$ cat src/rtl/fetch_unit_if.sv
// ---------------------------------------------------------------------------
// fetch_unit_if
// Bundles the signals the fetch unit exchanges with its neighbours:
//   - next-instruction stage : pc_in, npc_in (to fetch), if_ready (from fetch)
//   - redirect               : flush (to fetch)
//   - instruction memory     : mem_req_valid/addr (from fetch), mem_req_ready,
//                              mem_resp_valid/data/err (to fetch)
//   - decode stage           : id_valid/inst/pc/npc/fault (from fetch),
//                              id_ready (to fetch)
// modport master : the fetch unit side.
// modport slave  : the environment side (next-PC stage, memory, decode).
//
// Handshake semantics: a request/entry transfers on a clock edge where both
// valid and ready are high. A producer holding valid keeps its payload stable
// until the transfer. The memory response has no ready: it is taken whenever
// valid is high. if_ready is the memory request handshake itself, so the PC
// pair advances exactly when the fetch of pc_in is accepted.
// ---------------------------------------------------------------------------
interface fetch_unit_if #(
  parameter int PC_SIZE   = 32,
  parameter int INST_SIZE = 32
);
  logic [PC_SIZE-1:0]   pc_in;
  logic [PC_SIZE-1:0]   npc_in;
  logic                 if_ready;
  logic                 flush;
  logic                 mem_req_valid;
  logic [PC_SIZE-1:0]   mem_req_addr;
  logic                 mem_req_ready;
  logic                 mem_resp_valid;
  logic [INST_SIZE-1:0] mem_resp_data;
  logic                 mem_resp_err;
  logic                 id_valid;
  logic [INST_SIZE-1:0] id_inst;
  logic [PC_SIZE-1:0]   id_pc;
  logic [PC_SIZE-1:0]   id_npc;
  logic                 id_fault;
  logic                 id_ready;

  modport master (
    input  pc_in, npc_in, flush, mem_req_ready, mem_resp_valid,
           mem_resp_data, mem_resp_err, id_ready,
    output if_ready, mem_req_valid, mem_req_addr, id_valid, id_inst,
           id_pc, id_npc, id_fault
  );

  modport slave (
    output pc_in, npc_in, flush, mem_req_ready, mem_resp_valid,
           mem_resp_data, mem_resp_err, id_ready,
    input  if_ready, mem_req_valid, mem_req_addr, id_valid, id_inst,
           id_pc, id_npc, id_fault
  );
endinterface

$ cat src/rtl/fetch_unit.sv
// ---------------------------------------------------------------------------
// fetch_unit
// Issues one instruction-memory read per PC from the next-instruction stage,
// and hands the fetched word with its PC/nPC to decode. At most one memory
// request is outstanding. A redirect (flush) squashes an in-flight or held
// fetch.
//
// Ports:
//   clk      : clock
//   reset    : asynchronous, active-high reset
//   bus      : fetch_unit_if.master (PC pair, memory request/response,
//              decode entry, flush)
//   state_o  : current FSM state, for debug/observation
//
// States:
//   IDLE : one cycle after reset, then REQ
//   REQ  : present pc_in to memory; on acceptance capture PC pair -> WAIT
//   WAIT : await response; deliver -> OUT, or squash -> REQ / DROP
//   DROP : flushed while waiting; swallow the response -> REQ
//   OUT  : hold decode entry until accepted or flushed -> REQ
// ---------------------------------------------------------------------------
module fetch_unit #(
  parameter int PC_SIZE   = 32,
  parameter int INST_SIZE = 32
) (
  input  logic         clk,
  input  logic         reset,
  fetch_unit_if.master bus,
  output logic [2:0]   state_o
);

  localparam logic [2:0] S_IDLE = 3'd0;
  localparam logic [2:0] S_REQ  = 3'd1;
  localparam logic [2:0] S_WAIT = 3'd2;
  localparam logic [2:0] S_OUT  = 3'd3;
  localparam logic [2:0] S_DROP = 3'd4;

  logic [2:0]           state_q,    state_d;
  logic [PC_SIZE-1:0]   pend_pc_q,  pend_pc_d;
  logic [PC_SIZE-1:0]   pend_npc_q, pend_npc_d;
  logic                 id_valid_q, id_valid_d;
  logic [INST_SIZE-1:0] id_inst_q,  id_inst_d;
  logic [PC_SIZE-1:0]   id_pc_q,    id_pc_d;
  logic [PC_SIZE-1:0]   id_npc_q,   id_npc_d;
  logic                 id_fault_q, id_fault_d;

  logic in_req;
  logic req_valid;
  logic req_fire;

  // A flush in REQ suppresses the request so the stale PC is never fetched;
  // the redirected PC is presented on the following cycle.
  assign in_req    = (state_q == S_REQ);
  assign req_valid = in_req && !bus.flush;
  assign req_fire  = req_valid && bus.mem_req_ready;

  assign bus.mem_req_valid = req_valid;
  assign bus.mem_req_addr  = in_req ? bus.pc_in : '0;
  assign bus.if_ready      = req_fire;

  assign bus.id_valid = id_valid_q;
  assign bus.id_inst  = id_inst_q;
  assign bus.id_pc    = id_pc_q;
  assign bus.id_npc   = id_npc_q;
  assign bus.id_fault = id_fault_q;

  assign state_o = state_q;

  always_comb begin
    state_d    = state_q;
    pend_pc_d  = pend_pc_q;
    pend_npc_d = pend_npc_q;
    id_valid_d = id_valid_q;
    id_inst_d  = id_inst_q;
    id_pc_d    = id_pc_q;
    id_npc_d   = id_npc_q;
    id_fault_d = id_fault_q;

    case (state_q)
      S_IDLE: begin
        state_d = S_REQ;
      end

      S_REQ: begin
        if (req_fire) begin
          pend_pc_d  = bus.pc_in;
          pend_npc_d = bus.npc_in;
          state_d    = S_WAIT;
        end
      end

      S_WAIT: begin
        if (bus.mem_resp_valid) begin
          if (bus.flush) begin
            state_d = S_REQ;
          end else begin
            // A faulting fetch delivers a zero word so garbage never
            // reaches decode.
            id_inst_d  = bus.mem_resp_err ? '0 : bus.mem_resp_data;
            id_fault_d = bus.mem_resp_err;
            id_pc_d    = pend_pc_q;
            id_npc_d   = pend_npc_q;
            id_valid_d = 1'b1;
            state_d    = S_OUT;
          end
        end else if (bus.flush) begin
          state_d = S_DROP;
        end
      end

      S_DROP: begin
        if (bus.mem_resp_valid) begin
          state_d = S_REQ;
        end
      end

      S_OUT: begin
        // Flush wins over id_ready: the entry is withdrawn either way.
        if (bus.flush || bus.id_ready) begin
          id_valid_d = 1'b0;
          state_d    = S_REQ;
        end
      end

      default: begin
        state_d = S_IDLE;
      end
    endcase
  end

  always_ff @(posedge clk or posedge reset) begin
    if (reset) begin
      state_q    <= S_IDLE;
      pend_pc_q  <= '0;
      pend_npc_q <= '0;
      id_valid_q <= 1'b0;
      id_inst_q  <= '0;
      id_pc_q    <= '0;
      id_npc_q   <= '0;
      id_fault_q <= 1'b0;
    end else begin
      state_q    <= state_d;
      pend_pc_q  <= pend_pc_d;
      pend_npc_q <= pend_npc_d;
      id_valid_q <= id_valid_d;
      id_inst_q  <= id_inst_d;
      id_pc_q    <= id_pc_d;
      id_npc_q   <= id_npc_d;
      id_fault_q <= id_fault_d;
    end
  end

endmodule

$ cat src/flat_wrapper.sv
// flat-port wrapper written by rule: the top's interface ports become plain ports
module fetch_unit_flat 
#(
  parameter int PC_SIZE   = 32,
  parameter int INST_SIZE = 32
)
  (clk, reset, state_o, bus_pc_in, bus_npc_in, bus_flush, bus_mem_req_ready, bus_mem_resp_valid, bus_mem_resp_data, bus_mem_resp_err, bus_id_ready, bus_if_ready, bus_mem_req_valid, bus_mem_req_addr, bus_id_valid, bus_id_inst, bus_id_pc, bus_id_npc, bus_id_fault);
  fetch_unit_if #(.PC_SIZE(PC_SIZE), .INST_SIZE(INST_SIZE)) bus_i ();
  input  logic clk;
  input  logic reset;
  output logic [2:0] state_o;
  input wire logic [$bits(bus_i.pc_in)-1:0] bus_pc_in;
  input wire logic [$bits(bus_i.npc_in)-1:0] bus_npc_in;
  input wire logic [$bits(bus_i.flush)-1:0] bus_flush;
  input wire logic [$bits(bus_i.mem_req_ready)-1:0] bus_mem_req_ready;
  input wire logic [$bits(bus_i.mem_resp_valid)-1:0] bus_mem_resp_valid;
  input wire logic [$bits(bus_i.mem_resp_data)-1:0] bus_mem_resp_data;
  input wire logic [$bits(bus_i.mem_resp_err)-1:0] bus_mem_resp_err;
  input wire logic [$bits(bus_i.id_ready)-1:0] bus_id_ready;
  output wire logic [$bits(bus_i.if_ready)-1:0] bus_if_ready;
  output wire logic [$bits(bus_i.mem_req_valid)-1:0] bus_mem_req_valid;
  output wire logic [$bits(bus_i.mem_req_addr)-1:0] bus_mem_req_addr;
  output wire logic [$bits(bus_i.id_valid)-1:0] bus_id_valid;
  output wire logic [$bits(bus_i.id_inst)-1:0] bus_id_inst;
  output wire logic [$bits(bus_i.id_pc)-1:0] bus_id_pc;
  output wire logic [$bits(bus_i.id_npc)-1:0] bus_id_npc;
  output wire logic [$bits(bus_i.id_fault)-1:0] bus_id_fault;
  assign bus_i.pc_in = bus_pc_in;
  assign bus_i.npc_in = bus_npc_in;
  assign bus_i.flush = bus_flush;
  assign bus_i.mem_req_ready = bus_mem_req_ready;
  assign bus_i.mem_resp_valid = bus_mem_resp_valid;
  assign bus_i.mem_resp_data = bus_mem_resp_data;
  assign bus_i.mem_resp_err = bus_mem_resp_err;
  assign bus_i.id_ready = bus_id_ready;
  assign bus_if_ready = bus_i.if_ready;
  assign bus_mem_req_valid = bus_i.mem_req_valid;
  assign bus_mem_req_addr = bus_i.mem_req_addr;
  assign bus_id_valid = bus_i.id_valid;
  assign bus_id_inst = bus_i.id_inst;
  assign bus_id_pc = bus_i.id_pc;
  assign bus_id_npc = bus_i.id_npc;
  assign bus_id_fault = bus_i.id_fault;
  fetch_unit #(.PC_SIZE(PC_SIZE), .INST_SIZE(INST_SIZE)) u_core (.clk(clk), .reset(reset), .bus(bus_i), .state_o(state_o));
endmodule
$ cat config.mk
export PLATFORM = sky130hd
export DESIGN_NAME = fetch_unit_flat
export DESIGN_NICKNAME = d
export VERILOG_FILES = /design/src/rtl/fetch_unit_if.sv /design/src/rtl/fetch_unit.sv /design/src/flat_wrapper.sv
export SDC_FILE = /design/constraint.sdc
export NUM_CORES = 1
export LEC_CHECK = 0
export BUFFER_PORTS_ARGS = -buffer_cell sky130_fd_sc_hd__buf_2
export CORE_MARGIN = 3
export CORE_UTILIZATION = 54
export DETAILED_ROUTE_END_ITERATION = 8
export GPL_ROUTABILITY_DRIVEN = 0
export HOLD_SLACK_MARGIN = 0.1
export PLACE_DENSITY = 0.88
export SYNTH_ARGS = -nofsm -noshare
export SYNTH_HDL_FRONTEND = slang
export SYNTH_SLANG_ARGS = --single-unit
$ cat constraint.sdc
create_clock -name clk -period 10.5 [get_ports clk]
set_input_delay 2.1 -clock clk [delete_from_list [all_inputs] [get_ports clk]]
set_output_delay 2.1 -clock clk [all_outputs]
set_load 0.05 [all_outputs]
Word level (Yosys, flattened, before mapping):

Cells that the tools add are included.

* register bits: 165
* output and inout bits: 135
* logic and storage cells: 42

* equal/unequal tests: 10
* muxes and demuxes: 13
* bitwise logic cells: 1
* reductions and logical operators: 10

Operators by type and width (number)
* $mux 32: 2
* $mux 3: 5
* $pmux 3 s5: 1
* $ne 2x2->1 const B: 4
* $reduce_and 4->1: 2
* $eq 3x2->1 const B: 2
* $eq 3x1->1 const B: 1
* $eq 3x3->1 const B: 1
* $logic_not 3->1: 1
* $mux 1: 3
* $ne 3x3->1 const B: 1
* $reduce_and 3->1: 1
* $logic_and 1x1->1: 2
* $mux 2: 1
* $ne 2x1->1 const B: 1
* $pmux 1 s2: 1
* $reduce_and 2->1: 1
* $reduce_bool 2->1: 1
* $logic_not 1->1: 1
* $logic_or 1x1->1: 1
* $not 1->1: 1

Logic depth before layout (Yosys ltp):

Gate-level depths: netlist of run 1.

* depth in word-level cells: 5
* depth in mapped cells: 6
* mapped depth without buffers: 3

Worst setup path after synthesis of run 1:

OpenSTA, ideal clock, no wires.

* kind: input port to output port
* from: input port bus_mem_req_ready
* to: output port bus_if_ready
* data arrival time: 3.172 ns
* setup slack: 5.228 ns
* cell stages on the path: 5
* buffers on the path: 2
* path through: nand3b_1 or3_1 buf_2 buf_2 inv_1

* cells in the longest elaborated chain, start to end: 1

Ends and longest elaborated chain
* from (decl): line flat_wrapper.sv:15 `input wire logic [$bits(bus_i.mem_req_ready)-1:0] bus_mem_req_ready;`
* $logic_and 1x1->1: line fetch_unit.sv:55 `assign req_fire = req_valid && bus.mem_req_ready;`
* to (decl): line flat_wrapper.sv:20 `output wire logic [$bits(bus_i.if_ready)-1:0] bus_if_ready;`

No other way between the ends.

Final worst setup path of run 1:

* from: input port bus_flush
* to: output port bus_if_ready

* cells in the longest elaborated chain, start to end: 3

Ends and longest elaborated chain
* from (decl): line flat_wrapper.sv:14 `input wire logic [$bits(bus_i.flush)-1:0] bus_flush;`
* $logic_not 1->1: line fetch_unit.sv:54 `assign req_valid = in_req && !bus.flush;`
* $logic_and 1x1->1: line fetch_unit.sv:54
* $logic_and 1x1->1: line fetch_unit.sv:55

No other way between the ends.

==> results of run 1 <==
-- metal layers --
metal | vias to the layer above | GRT usage
li1 | 1988 | -
met1 | 2166 | 0.252
met2 | 178 | 0.380
met3 | 19 | 0.0846
met4 | 0 | 0.0659
met5 | - | 0
-- placed cells by master, fill, tap and decap left out, types with 2 or more instances in the layout --
| cell | instances |
|---|---|
| nand3b_1 | 2 |
| and2_1 | 32 |
| clkinv_2 | 5 |
| dfrtp_1 | 165 |
| bufinv_16 | 3 |
| o21ai_0 | 4 |
| inv_6 | 5 |
| mux2_4 | 19 |
| clkbuf_16 | 17 |
| nand2b_1 | 3 |
| nor2b_1 | 33 |
| buf_4 | 4 |
| buf_2 | 237 |
| nor2_1 | 4 |
| mux2_2 | 142 |
-- worst register-to-register path, stage by stage, from the launching register on --
cell,delay [ps]
dfrtp_1,520
or4_4,720
buf_4,680
mux2_2,430
-- cells by family (layout without fill, tap and decap cells) --
| kind of cell | Yosys count | in the layout | synth area share |
|---|---|---|---|
| flops | 165 | 165 | 0.614 |
| mux | 162 | 162 | 0.282 |
| simple gates | 82 | 82 | 0.0759 |
| buf+inv | 27 | 275 | 0.0231 |
| compound gates | 6 | 6 | 0.00540 |
-- final cells by class --
class,instances,area [µm²]
Clock buffer,17,425
Clock inverter,15,178
Inverter,2,12.5
Sequential cell,165,4130
Fill cell,847,3490
Multi-Input combinational cell,250,2450
Tap cell,168,210
Timing Repair Buffer,241,1220
-- per-stage QoR --
| stage | power [mW] | hold WS (ps) | std cells | instance area (µm²) |
|---|---|---|---|---|
| 2_1_floorplan | 1.58 | 475 | 442 | 6730 |
| 3_3_place_gp | 1.77 | 480 | 826 | 8020 |
| 3_5_place_dp | 1.80 | 487 | 826 | 8020 |
| 4_1_cts | 2.44 | 501 | 858 | 8620 |
| 5_1_grt | 2.52 | 516 | 858 | 8620 |
| 6_report | 2.42 | 498 | 858 | 8620 |
-- state kept, by name (all words and copies together), names as in the netlist --
signal / count
u_core.bus.id_valid: 1
u_core.state_o: 3
u_core.bus.id_fault: 1
u_core.bus.id_inst: 32
u_core.pend_npc_q: 32
u_core.bus.id_npc: 32
u_core.bus.id_pc: 32
u_core.pend_pc_q: 32
-- worst max path at each step --
stage / start / end / slack [ps] / cells past startpoint
4_1_cts: bus_flush / bus_if_ready / 5340 / 4
3_5_place_dp: bus_flush / bus_if_ready / 5350 / 4
2_1_floorplan: reset / u_core.bus.id_fault$_DFFE_PP0P_ / 3940 / 1
5_1_grt: bus_mem_req_ready / bus_if_ready / 5310 / 5
3_3_place_gp: bus_flush / bus_if_ready / 5350 / 4
6_report: bus_flush / bus_if_ready / 5350 / 4
-- where the power goes --
group | internal (mW) | switching, mW | leakage [nW] | total [mW]
Sequential | 0.818 | 0.0976 | 2.10 | 0.916
Combinational | 0.263 | 0.613 | 2.20 | 0.875
Clock | 0.377 | 0.253 | 0.300 | 0.630
==> flow_summary_export.csv, run 1 <==
group,metric,value,unit
status,status,"finished, final reports clean",
floorplanning,die_area,13800,µm²
drt,wl_met1,5.79,mm
setup_path,worstPathArrival,3050,ps
timing,hold_viol,0,
clock_network,cts_buffer_depth,2,
grt,antenna_found_initial,0,
setup_path,critical_path_buf_inv_count,3,
setup_path,critical-path-top-delay-family,"buffers and inverters",
setup_path,crit_top_cell,"buf_2",
clock_network,postCtsHoldBufs,0,
logic_synthesis,postSynthRegisterBits,165,
drt,antenna_left,0,
drt,detailedRoute.firstPassIterationCount,5,
timing,tightestPinTransition,886,ps
logic_synthesis,async_reset_ff_frac,1.00,
setup_path,crit_path_max_fanout,8,
clock_network,clock_latency,420,ps
logic_synthesis,synth.distinct_cells,23,
logic_synthesis,synthesis.area,6730,µm²
grt,grt_max_degree,104,
timing,final.setup.tns,0,ps
hold_path,hold_path_depth,1,
clock_network,clkSlewWorstSetupHoldPaths,60,ps
timing,max-slew-margin-rel,0.409,
grt,grt_pass1_wl,24.1,mm
floorplanning,core.rowCount,40,
timing,setup_ws,5350,ps
clock_network,postCtsResizedCells,0,
setup_path,worstReg2RegEnd,"u_core.bus.id_pc[3]$_DFFE_PP0P_",
power,leakagePower,4.60,nW
logic_synthesis,yosysWarningCount,0,
clock_network,htreeDepth,4,
cells_and_area,insertedDiodeCount,0,
drt,met2_length,7.54,mm
logic_synthesis,post-synth-top-count-cell,"dfrtp_1",
setup_path,regToRegSetupSlack,8020,ps
drt,vias_per_cell,5.07,
place,pre_cts_worst_setup_slack,5350,ps
timing,max_freq,194,MHz
floorplanning,core_area,12100,µm²
logic_synthesis,synth.top_cells.by_count,"dfrtp_1, mux2_2, nor2b_1, and2_1, mux2_4",
drt,met3_length,1.16,mm
logic_synthesis,syn_area_per_cell,15.2,µm²
place,hpwl,10.3,mm
logic_synthesis,synth_enable_flop_cells,0,
logic_synthesis,sequential_share_of_the_synthesized_area,0.614,
setup_path,critical_path.startpoint_type,"input pin",
setup_path,r2r-start,"u_core.state_o[2]$_DFFE_PP0P_",
floorplanning,chipWidth,118,µm
setup_path,r2r.worst_path.cells,3,
logic_synthesis,synth_top_cell_by_area,"dfrtp_1",
hold_path,hold_start,"u_core.bus.id_inst[19]$_DFFE_PP0P_",
logic_synthesis,netlist.area_leader.share,0.614,
setup_path,cpPeakStageDelay,470,ps
timing,final_max_slew_viol_count,0,
timing,post-route-min-period,5150,ps
clock_network,cts_num_sinks,165,
logic_synthesis,netlist_instances,442,
drt,overall_via_count_from_detail_route,4351,
setup_path,timing.setup.critical_path_class,"input pin to output port",
drt,drcViolationCount,0,
drt,highest-signal-layer,"met4",
power,power.density_cell_area,281,nW/µm²
clock_network,cts_inserted_buffers,17,
hold_path,hold_path_end,"u_core.bus.id_inst[19]$_DFFE_PP0P_",
clock_network,cts_post_setup_buffers_inserted,0,
drt,postRouteWirelength,14.7,mm
cells_and_area,areaGrowthSynthToFinish,28.1,%
drt,wl_per_cell,17.2,µm
drt,initialDrtViolationCount,243,
grt,grt_usage,0.219,
flow_run,cap_viol_max_count,0,
cells_and_area,share_of_post_route_cells_with_drive_strength_above_1,0.635,
timing,setup-violations-final,0,
logic_synthesis,postSynthNetCount,545,
clock_network,tritoncts,"yes",
cells_and_area,finalNetCount,780,
timing,rsz_0062_raised_after_global_routing,"false",
floorplanning,start_util,0.555,
hold_path,min-delay-path-class,"flop to flop",
setup_path,highest_delay_cell_along_the_critical_path,"or3_2",
floorplanning,chipHeight,118,µm
timing,post-route-period-util,0.490,
timing,clock_skew,8.01,ps
floorplanning,boundaryPins,238,
clock_network,root_buffer,"clkbuf_16",
logic_synthesis,synth_flop_cell,"dfrtp_1",
place,portBuffers,237,
grt,overflow,0,
setup_path,required_time_of_the_critical_path,8400,ps
setup_path,setup.worst_path.end_class,"output port",
setup_path,critical_path.cell_chain,"buf_2 > or3_2 > inv_1 > buf_2",
grt,grt_pass1_vias,4794,
power,irDropWorstVdd,0.241,mV
logic_synthesis,post_synth_main_area_contributors,"dfrtp_1, mux2_2, mux2_4",
cells_and_area,finish.utilization,0.712,
No activity file was read; power rests on OpenSTA's default activity.
==> run 2, diff against run 1 <==
CORE_UTILIZATION = 45   (was 54)
PLACE_DENSITY = 0.78   (was 0.88)
clock period = 4.6 ns   (was 10.5 ns; I/O delays follow)
==> flow_summary_export.csv, run 2 (synthesis gave the netlist of run 1 again) <==
group,metric,value,unit
timing,rsz_0062_raised_after_global_routing,"false",
cells_and_area,post_layout_nonfiller_instances,875,
timing,max_freq,347,MHz
grt,grt_usage,0.171,
drt,overall_via_count_from_detail_route,4329,
timing,final_max_slew_viol_count,0,
grt,antenna_found_initial,1,
clock_network,postCtsResizedCells,0,
setup_path,critical_path.startpoint_type,"flop",
cells_and_area,share_of_post_route_cells_with_drive_strength_above_1,0.634,
drt,vias_per_cell,4.95,
timing,post-route-period-util,0.627,
floorplanning,chipHeight,128,µm
power,power.density_cell_area,638,nW/µm²
drt,wl_per_cell,16.2,µm
power,irDropWorstVdd,0.310,mV
timing,max-slew-margin-rel,0.241,
cells_and_area,final_area,8680,µm²
clock_network,cts_post_setup_buffers_inserted,0,
clock_network,tritoncts,"yes",
clock_network,clkSlewWorstSetupHoldPaths,60,ps
cells_and_area,finalNetCount,781,
cells_and_area,insertedDiodeCount,0,
timing,setup-violations-final,0,
setup_path,timing.setup.critical_path_class,"flop to output port",
setup_path,worstPathArrival,1960,ps
floorplanning,start_util,0.461,
cells_and_area,areaGrowthSynthToFinish,29.1,%
setup_path,critical_path.cell_chain,"nor3b_2 > buf_4 > and2_1 > buf_2",
power,leakagePower,4.60,nW
floorplanning,core_area,14600,µm²
clock_network,cts_num_sinks,165,
floorplanning,die_area,16400,µm²
grt,grt_pass1_wl,22.1,mm
timing,timing.hold.ws,499,ps
clock_network,clock_latency,410,ps
timing,hold_viol,0,
place,detailed_place.area,8050,µm²
setup_path,critical-path-top-delay-family,"buffers and inverters",
cells_and_area,mostFrequentLayoutCell,"buf_2",
grt,grt_pass1_vias,4459,
power,power.switching_fraction,0.389,
drt,postRouteWirelength,14.2,mm
flow_run,cap_viol_max_count,0,
clock_network,root_buffer,"clkbuf_16",
grt,overflow,0,
power,p_seq_frac,0.377,
timing,post-route-min-period,2880,ps
cells_and_area,layout_common_cells,"buf_2, dfrtp_1, mux2_2, nor2b_1, and2_1",
hold_path,hold_path_depth,1,
setup_path,cpPeakStageDelay,490,ps
floorplanning,chipWidth,128,µm
clock_network,cts_inserted_buffers,17,
place,hpwl,9.88,mm
power,cell_internal_pwr,3.38,mW
setup_path,critical_path_buf_inv_count,2,
setup_path,r2r.worst_path.cells,3,
place,numPlacedInstances,843,
power,combPwrFrac,0.358,
drt,antenna_left,0,
drt,drcViolationCount,0,
floorplanning,boundaryPins,238,
setup_path,highest_delay_cell_along_the_critical_path,"dfrtp_1",
power,fin_total_pwr,5.54,mW
setup_path,critical_path_cell_count,4,
status,status,"finished, final reports clean",
clock_network,cts_buffer_depth,2,
setup_path,crit_path_max_fanout,32,
place,portBuffers,237,
timing,clock_skew,5.50,ps
timing,final.setup.tns,0,ps
clock_network,htreeDepth,4,
timing,tightestPinTransition,1140,ps
setup_path,regToRegSetupSlack,2170,ps
clock_network,postCtsHoldBufs,0,
floorplanning,core.rowCount,44,
drt,detailedRoute.firstPassIterationCount,4,
power,p_sw,2.16,mW
drt,initialDrtViolationCount,111,
setup_path,setup.worst_path.end_class,"output port",
power,clock_power_share,0.266,
grt,grt_max_degree,97,
hold_path,min-delay-path-class,"flop to flop",
setup_path,required_time_of_the_critical_path,3680,ps
-- run 2: cell types whose count changed in the layout (fill, tap and decap cells not counted), sizes merged --
cell,before,now
clkbuf,17,22
clkinvlp,1,4
clkinv,6,2
inv,7,3
buf,241,242
-- run 2: worst register-to-register path: cells and delay by family (launching register included) --
kind	cells	cell delay, ps
flip-flops	1	520
AND/OR/NAND/NOR	1	950
multiplexers	1	380
buffers and inverters	1	460
-- run 2: final timing paths --
path | startpoint | to
worst max-delay path | u_core.state_o[0]$_DFFE_PP0P_ | bus_mem_req_addr[30]
worst min-delay path | u_core.pend_pc_q[7]$_DFFE_PP0P_ | u_core.pend_pc_q[7]$_DFFE_PP0P_
worst max register to register | u_core.state_o[2]$_DFFE_PP0P_ | u_core.bus.id_inst[27]$_DFFE_PP0P_
worst min register to register | u_core.pend_pc_q[7]$_DFFE_PP0P_ | u_core.pend_pc_q[7]$_DFFE_PP0P_
max in group asynchronous | reset | u_core.bus.id_inst[16]$_DFFE_PP0P_
min in group asynchronous | reset | u_core.pend_pc_q[2]$_DFFE_PP0P_
-- run 2: layout make-up --
cell class | count | area (µm²)
clock buffers | 22 | 484
clock inverters | 10 | 144
fillers | 1166 | 5910
inverters | 2 | 11.3
multi-input cells | 250 | 2450
flip-flops and latches | 165 | 4130
well taps | 184 | 230
repair buffers | 242 | 1240
-- run 2: power groups by stage --
| stage | combinational (mW) | clock (mW) | sequential, mW |
|---|---|---|---|
| finish | 1.98 | 1.47 | 2.09 |
| global route | 2.08 | 1.57 | 2.14 |
| CTS | 2.01 | 1.51 | 2.09 |
| detailed placement | 2.00 | 0 | 2.11 |
| global placement | 1.97 | 0 | 2.08 |
| floorplan | 0.652 | 0 | 2.95 |
-- run 2: routing by layer --
metal / routed length, µm / vias to the layer above / global-route usage
li1: - / 1983 / -
met3: 1290 / 19 / 0.0617
met4: 209 / 2 / 0.0649
met1: 5590 / 2164 / 0.203
met5: 7 / - / 0
met2: 7070 / 161 / 0.284
-- run 2: metrics by stage --
| step | util | setup WS [ps] |
|---|---|---|
| finish | 0.595 | 1720 |
| global route | 0.595 | 1600 |
| CTS | 0.595 | 1660 |
| detailed placement | 0.552 | 1600 |
| global placement | 0.552 | 1640 |
| floorplan | - | 1580 |
==> run 3, diff against run 2 <==
CORE_UTILIZATION = 50   (was 45)
PLACE_DENSITY = 0.82   (was 0.78)
clock period = 2.7 ns   (was 4.6 ns; I/O delays follow)
==> flow_summary_export.csv, run 3 (synthesis gave the netlist of run 1 again) <==
group,metric,value,unit
status,status,"finished, final reports clean",
clock_network,postCtsHoldBufs,0,
cells_and_area,num-fill-cells,973,
cells_and_area,final_area,8640,µm²
cells_and_area,post_layout_nonfiller_instances,865,
floorplanning,chipWidth,122,µm
grt,grt_pass1_vias,4620,
timing,setup_ws,255,ps
setup_path,regToRegSetupSlack,720,ps
grt,grt_usage,0.198,
floorplanning,core.rowCount,41,
drt,drcViolationCount,0,
floorplanning,chipHeight,122,µm
clock_network,postCtsResizedCells,0,
clock_network,clkSlewWorstSetupHoldPaths,60,ps
place,pre_cts_worst_setup_slack,605,ps
cells_and_area,finish.utilization,0.671,
cells_and_area,mostFrequentLayoutCell,"buf_2",
place,hpwl,10.5,mm
timing,tightestPinTransition,723,ps
cells_and_area,finalNetCount,783,
timing,final_max_slew_viol_count,0,
floorplanning,start_util,0.522,
setup_path,setup.worst_path.start,"u_core.state_o[1]$_DFFE_PP0P_",
timing,hold_viol,0,
setup_path,critical_path.startpoint_type,"flop",
grt,grt_pass1_wl,22.7,mm
cells_and_area,final-seq-area,4130,µm²
cells_and_area,layout_common_cells,"buf_2, dfrtp_1, mux2_2, nor2b_1, and2_1",
setup_path,worst_setup_path_endpoint,"bus_if_ready",
cells_and_area,areaGrowthSynthToFinish,28.5,%
grt,globalRoute.busiestLayer,"met2",
timing,setup-violations-final,0,
clock_network,cts_num_sinks,165,
grt,grt_max_degree,101,
power,fin_total_pwr,9.30,mW
drt,wl_per_cell,16.9,µm
setup_path,required_time_of_the_critical_path,2160,ps
timing,final.setup.tns,0,ps
grt,gr-usage-met1,0.227,
grt,gr-usage-met2,0.344,
grt,grt.met3_usage,0.0701,
cells_and_area,insertedDiodeCount,0,
hold_path,min-delay-path-class,"input pin to asynchronous set/reset pin",
timing,post-route-min-period,2450,ps
place,detailed_place.area,8070,µm²
cells_and_area,multi_input_area,2450,µm²
floorplanning,core_area,12900,µm²
clock_network,tritoncts,"yes",
place,numPlacedInstances,833,
clock_network,htreeDepth,4,
timing,max_freq,409,MHz
setup_path,r2r.worst_path.cells,4,
setup_path,crit_path_max_fanout,9,
setup_path,setup.worst_path.end_class,"output port",
grt,antenna_found_initial,1,
setup_path,worstPathArrival,1910,ps
drt,antenna_left,0,
setup_path,timing.setup.critical_path_class,"flop to output port",
clock_network,clock_latency,410,ps
drt,overall_via_count_from_detail_route,4381,
timing,rsz_0062_raised_after_global_routing,"false",
cells_and_area,share_of_post_route_cells_with_drive_strength_above_1,0.629,
power,leakagePower,4.60,nW
setup_path,r2r-start,"u_core.state_o[1]$_DFFE_PP0P_",
setup_path,worstReg2RegEnd,"u_core.pend_pc_q[6]$_DFFE_PP0P_",
drt,initialDrtViolationCount,300,
timing,timing.hold.ws,256,ps
place,portBuffers,237,
power,power.density_cell_area,1080,nW/µm²
clock_network,cts_post_setup_buffers_inserted,0,
floorplanning,die_area,14900,µm²
timing,max-slew-margin-rel,0.518,
clock_network,root_buffer,"clkbuf_16",
power,irDropWorstVdd,0.588,mV
clock_network,cts_inserted_buffers,17,
drt,vias_per_cell,5.06,
clock_network,cts_buffer_depth,2,
grt,overflow,0,
timing,clock_skew,4.24,ps
floorplanning,boundaryPins,238,
drt,detailedRoute.firstPassIterationCount,4,
flow_run,cap_viol_max_count,0,
drt,postRouteWirelength,14.6,mm
timing,post-route-period-util,0.906,
==> run 3: cell count changes in the layout (fill, tap and decap cells not counted), sizes merged <==
cell	delta
buf	+2
inv	-2
clkinvlp	-2
clkinv	+4
==> run 3: worst min path at each step <==
| stage | startpoint | to | slack, ps | cells past startpoint |
|---|---|---|---|---|
| after global placement | u_core.pend_pc_q[4]$_DFFE_PP0P_ | u_core.bus.id_pc[4]$_DFFE_PP0P_ | 480 | 1 |
| after floorplan | u_core.pend_npc_q[14]$_DFFE_PP0P_ | u_core.bus.id_npc[14]$_DFFE_PP0P_ | 470 | 1 |
| after global routing | reset | u_core.bus.id_inst[21]$_DFFE_PP0P_ | 260 | 3 |
| after detailed placement | u_core.bus.id_inst[9]$_DFFE_PP0P_ | u_core.bus.id_inst[9]$_DFFE_PP0P_ | 490 | 1 |
| after CTS | reset | u_core.bus.id_inst[21]$_DFFE_PP0P_ | 260 | 3 |
| final | reset | u_core.bus.id_inst[21]$_DFFE_PP0P_ | 260 | 3 |
==> run 3: layout make-up <==
| class | instances | area share |
|---|---|---|
| Clock buffer | 22 | 0.0514 |
| Multi-Input combinational cell | 250 | 0.283 |
| Tap cell | 172 | 0.0249 |
| Timing Repair Buffer | 244 | 0.146 |
| Sequential cell | 165 | 0.478 |
| Clock inverter | 10 | 0.0152 |
| Inverter | 2 | 0.00130 |
==> run 3: where the power goes <==
| group | internal [mW] | switching [mW] |
|---|---|---|
| Clock | 1.45 | 0.910 |
| Combinational | 1.03 | 2.36 |
| Sequential | 3.18 | 0.371 |
| Total | 5.66 | 3.64 |
==> run 3: worst max-delay path, stage by stage, from the launching register on <==
cell and delay [ps]:
dfrtp_1 450, nand3b_1 210, or3_2 490, inv_1 80, buf_2 260
==> run 3: layer usage <==
layer	vias to the layer above	part of all wire
met5	-	0.0014
met4	2	0.016
met3	24	0.092
met2	174	0.50
met1	2185	0.39
li1	1996	-
